===== src/rtl/scan_pkg.sv =====
// Shared encodings and helpers for the scan controller and its adjacent-bit detector.
package scan_pkg;

  localparam int WORD_W = 8;
  localparam int IDX_W  = 3;
  localparam int CNT_W  = 4;

  typedef enum logic [1:0] {
    ST_IDLE   = 2'b00,
    ST_LOAD   = 2'b01,
    ST_SHIFT  = 2'b10,
    ST_REPORT = 2'b11
  } ctrl_state_t;

  typedef enum logic [2:0] {
    DET_INIT  = 3'b000,
    DET_ZERO  = 3'b001,
    DET_ZERO2 = 3'b010,
    DET_ONE   = 3'b011,
    DET_ONE2  = 3'b100
  } det_state_t;

  // Detector transition for one enabled bit; shared so the controller can see the entry edge.
  function automatic det_state_t det_next(input det_state_t s, input logic w);
    det_state_t n;
    case (s)
      DET_INIT: begin
        if (w) n = DET_ONE;
        else   n = DET_ZERO;
      end
      DET_ZERO, DET_ZERO2: begin
        if (w) n = DET_ONE;
        else   n = DET_ZERO2;
      end
      DET_ONE, DET_ONE2: begin
        if (w) n = DET_ONE2;
        else   n = DET_ZERO;
      end
      default: n = DET_INIT;
    endcase
    return n;
  endfunction

  function automatic logic det_is_pair(input det_state_t s);
    return (s == DET_ZERO2) || (s == DET_ONE2);
  endfunction

endpackage


===== src/rtl/seq_detect.sv =====
// Moore detector: z is high once the last two enabled bits were equal.
module seq_detect
  import scan_pkg::*;
(
  input  logic       clk,
  input  logic       reset,
  input  logic       clear,
  input  logic       en,
  input  logic       w,
  output logic       z,
  output logic [2:0] state
);

  det_state_t state_q, state_d;

  always_ff @(posedge clk or posedge reset) begin
    if (reset) state_q <= DET_INIT;
    else       state_q <= state_d;
  end

  always_comb begin
    state_d = state_q;
    if (clear)   state_d = DET_INIT;
    else if (en) state_d = det_next(state_q, w);
  end

  always_comb begin
    z     = det_is_pair(state_q);
    state = state_q;
  end

endmodule


===== src/rtl/scan_ctrl.sv =====
// Scan controller: loads a word, shifts it MSB first through seq_detect and
// reports how many adjacent bit pairs were equal.
module scan_ctrl
  import scan_pkg::*;
(
  input  logic              clk,
  input  logic              reset,
  input  logic              start,
  input  logic              abort,
  input  logic [WORD_W-1:0] data_in,
  output logic              busy,
  output logic              done,
  output logic [CNT_W-1:0]  match_count,
  output logic [2:0]        det_state
);

  ctrl_state_t       state_q, state_d;
  logic [WORD_W-1:0] sreg_q, sreg_d;
  logic [IDX_W-1:0]  idx_q, idx_d;
  logic [CNT_W-1:0]  cnt_q, cnt_d;

  logic load, cancel, shift_en, det_clear, det_w;
  logic z_unused;

  always_ff @(posedge clk or posedge reset) begin
    if (reset) begin
      state_q <= ST_IDLE;
      sreg_q  <= '0;
      idx_q   <= '0;
      cnt_q   <= '0;
    end else begin
      state_q <= state_d;
      sreg_q  <= sreg_d;
      idx_q   <= idx_d;
      cnt_q   <= cnt_d;
    end
  end

  always_comb begin
    state_d = state_q;
    case (state_q)
      ST_IDLE:   if (start) state_d = ST_LOAD;
      ST_LOAD:   state_d = abort ? ST_IDLE : ST_SHIFT;
      ST_SHIFT: begin
        if (abort)                                  state_d = ST_IDLE;
        else if (idx_q == IDX_W'(WORD_W - 1))       state_d = ST_REPORT;
      end
      ST_REPORT: state_d = ST_IDLE;
      default:   state_d = ST_IDLE;
    endcase
  end

  always_comb begin
    load      = (state_q == ST_IDLE) && start;
    cancel    = ((state_q == ST_LOAD) || (state_q == ST_SHIFT)) && abort;
    shift_en  = (state_q == ST_SHIFT) && !abort;
    det_clear = load || cancel;
    det_w     = sreg_q[WORD_W-1];
    busy      = (state_q == ST_LOAD) || (state_q == ST_SHIFT);
    done      = (state_q == ST_REPORT);
  end

  // The count bumps on the very edge the detector moves into a pair state.
  always_comb begin
    sreg_d = sreg_q;
    idx_d  = idx_q;
    cnt_d  = cnt_q;
    if (load) begin
      sreg_d = data_in;
      idx_d  = '0;
      cnt_d  = '0;
    end else if (cancel) begin
      idx_d  = '0;
      cnt_d  = '0;
    end else if (shift_en) begin
      sreg_d = {sreg_q[WORD_W-2:0], 1'b0};
      idx_d  = idx_q + IDX_W'(1);
      if (det_is_pair(det_next(det_state_t'(det_state), det_w)))
        cnt_d = cnt_q + CNT_W'(1);
    end
  end

  seq_detect u_det (
    .clk   (clk),
    .reset (reset),
    .clear (det_clear),
    .en    (shift_en),
    .w     (det_w),
    .z     (z_unused),
    .state (det_state)
  );

  assign match_count = cnt_q;

endmodule

===== config.mk =====
export PLATFORM = sky130hd
export DESIGN_NAME = scan_ctrl
export DESIGN_NICKNAME = d
export VERILOG_FILES = /design/src/rtl/scan_pkg.sv /design/src/rtl/seq_detect.sv /design/src/rtl/scan_ctrl.sv
export SDC_FILE = /design/constraint.sdc
export NUM_CORES = 1
export LEC_CHECK = 0
export CAP_MARGIN = 20
export CORE_MARGIN = 4
export CORE_UTILIZATION = 60
export CTS_CLUSTER_SIZE = 24
export DETAILED_ROUTE_END_ITERATION = 12
export DONT_BUFFER_PORTS = 1
export MAX_ROUTING_LAYER = met4
export PLACE_DENSITY = 0.72
export SYNTH_ARGS = -nofsm -noshare
export SYNTH_HDL_FRONTEND = slang
export SYNTH_SLANG_ARGS = --single-unit

===== constraint.sdc =====
create_clock -name clk -period 3.5 [get_ports clk]
set_input_delay 0.525 -clock clk [delete_from_list [all_inputs] [get_ports clk]]
set_output_delay 0.525 -clock clk [all_outputs]
set_load 0.01 [all_outputs]

==> run summary <==
Slew Viols, Final: 0
Max transition margin: 51.2%
Synth Area in Compound Gates: 15.8%
# DRC: 0
Post-synthesis adder-cell area fraction: 8.78%
Status: finished, final reports clean
Register area: 500 µm²
DRT Wirelength: 1870 µm
CP max-delay cell: nor2b_1
Gr ovfl total: 0
Hpwl dp: 1400 µm
Filler Cells Inserted: 153
Commonest non-fill, non-tap cells in the layout: dfrtp_1 (20), nand2_1 (15), mux2i_1 (8), ha_1 (8), o21ai_1 (7)
Fin cells: 138
Die Area: 2660 µm²
Switching portion of total power: 35.7%
Cell-internal power: 0.540 mW
Peak supply drop: 0.000495 V
Hold Path Class: input port to asynchronous set/reset pin
Syn avg cell area: 9.74 µm²
TritonCTS buffer count: 3
YS warnings: 0
Post-synthesis cell area: 1140 µm²
Worst path cell trace: inv_1 -> ha_1 -> nor2b_1 -> nand4_1 -> or3_1 -> a21oi_1
Psw: 0.299 mW
Core area: 1760 µm²
Clk slew on worst S/H paths: 0.11 ns
Post-synth cell types: 36
Min Hold Slack: 0.214 ns
GR Util All Layers: 18.6%
Via Count: 796
Largest net degree at the start of global routing: 21
Number of enable flip-flop cells after synthesis: 0
Design area: 1180 µm²
Period utilization: 55.6%
Die extent in y: 51.6 µm
Port bufs: 0
RSZ-0062 raised after global routing: no
Primary FF master, synth: dfrtp_1
Layout cells sized above 1: 6.19%
Longest Clk Path Bufs: 2
Area after DPL: 1130 µm²
Logic pwr share: 35.5%
Post-CTS Hold Buffers: 0
Post-route ant nets: 0
CTS tree: built
Worst setup SP type: flip-flop
# H-tree levels: 1
Multi-input gate area: 581 µm²
Mapped Nets: 137
Largest family of logic cells by synthesized area: simple AND/OR/NAND/NOR gates
Post-Synth XOR/XNOR Area: 0.768%
Initial antenna violation count: 0
Vias per cell: 5.77
Crit end category: flip-flop
Seq pwr share: 42.1%
# Post-CTS Setup Buffers: 0
Initial core utilization: 64.6%
Initial DRT Pass Iterations: 4
Gpl congestion: 0.736
Sum of negative setup slack: 0 ns
Final setup viols: 0
Min cycle time layout: 1.95 ns
Die W: 51.6 µm
Worst skew pair latency: 0.30 ns
Post-synthesis sequential area ratio: 43.9%
Clk root buf: clkbuf_4
PostCTS Resize Cnt: 0
Ant. Diodes: 0
Clock sink count: 20
Final Core Density: 66.9%
Post-Synth Simple-Gate Area: 17.6%
Clk pwr share: 22.4%
Pleak: 0.585 nW
Critical path's largest stage delay: 0.49 ns
Fin nets: 134
PwrDens: 711 nW/µm²
Inst Count DP: 134
Mux contribution to synthesized area: 8.01%
I/O pins: 21
Fmax: 514 MHz
Clk_skew: 0.00202 ns
Crit path max fanout: 6
Most common cell after layout, fill and taps aside: dfrtp_1
Num rows: 15
Delay-heaviest family, CP: simple AND/OR/NAND/NOR gates
Fraction of registers with async set/reset: 100%
First-iteration detailed-routing DRC count: 9
Synth Register Bits: 20
Area grow syn2layout: 3.51%
Worst Path Buf+Inv: 1
Wire per inst: 13.6 µm
Max-cap violations: 0
WS Path Type: flip-flop to flip-flop
WP data arrival: 2.19 ns
Post-Synthesis Cells: 117
Number of global-route vias before repair: 780
Actual slew at the worst max-slew pin: 0.731 ns
Final Hold Fails: 0
Critical Path RT: 3.74 ns
First-pass GRT wire length: 3500 µm
-- cell type report --
cell class | instances | area share, %
flip-flops and latches | 20 | 42.4
clock inverters | 1 | 2.55
well taps | 25 | 2.65
clock buffers | 3 | 1.91
inverters | 4 | 1.27
multi-input cells | 85 | 49.2
-- flip-flops by register name (all words and copies together) (netlist names) --
| register | cells |
|---|---|
| state_q | 2 |
| match_count | 4 |
| sreg_q | 8 |
| u_det.state | 3 |
| idx_q | 3 |
-- kinds of logic (layout without fill, tap and decap cells) --
kind of cell,after synthesis,count (layout)
buf+inv,12,8
mux,9,9
simple gates,39,39
xor+xnor,1,1
fa+ha+maj,8,8
compound gates,28,28
flops,20,20
-- power groups by stage --
stage / Combinational, mW / Clock, mW / Sequential, mW
2_1_floorplan: 0.288 / 0 / 0.331
3_3_place_gp: 0.289 / 0 / 0.357
3_5_place_dp: 0.299 / 0 / 0.360
4_1_cts: 0.299 / 0.195 / 0.355
5_1_grt: 0.347 / 0.202 / 0.367
6_report: 0.298 / 0.188 / 0.353
-- per-stage QoR --
| step | setup WS, ns | total power [mW] |
|---|---|---|
| 2_1_floorplan | 1.87 | 0.619 |
| 3_5_place_dp | 1.57 | 0.659 |
| 5_1_grt | 1.33 | 0.916 |
| 4_1_cts | 1.55 | 0.849 |
| 3_3_place_gp | 1.64 | 0.645 |
| 6_report | 1.55 | 0.839 |
-- Yosys cell counts, drive strengths merged (3+ instances only) --
library cell	n	share of area, %
a21o	3	2.0
a22o	3	2.3
nor2	7	2.5
dfrtp	20	44
inv	4	1.3
o21ai	13	5.7
ha	8	8.8
buf	4	2.5
a21oi	3	1.3
mux2i	8	7.0
clkbuf	4	1.3
nand2	15	4.9
-- layer usage --
layer  wire length [µm]  vias to the layer above  global-route usage, %
li1                   -                      403                      -
met1                882                      371                   22.5
met2                841                       17                   29.0
met3                100                        5                   3.72
met4                 48                        0                   10.5
met5                  0                        -                      -
-- path summary, 6_finish.rpt --
kind,start,to,slack [ns],cells past startpoint
min reg2reg,idx_q[0],idx_q[0],0.50,1
min,reset,state_q[1],0.21,1
min in group clk,data_in[1],sreg_q[1],0.33,2
max,state_q[0],match_count[3],1.55,6
max in group asynchronous,reset,match_count[3],2.83,1
max reg2reg,state_q[0],match_count[3],1.55,6
(Power assumes the default switching activity.)
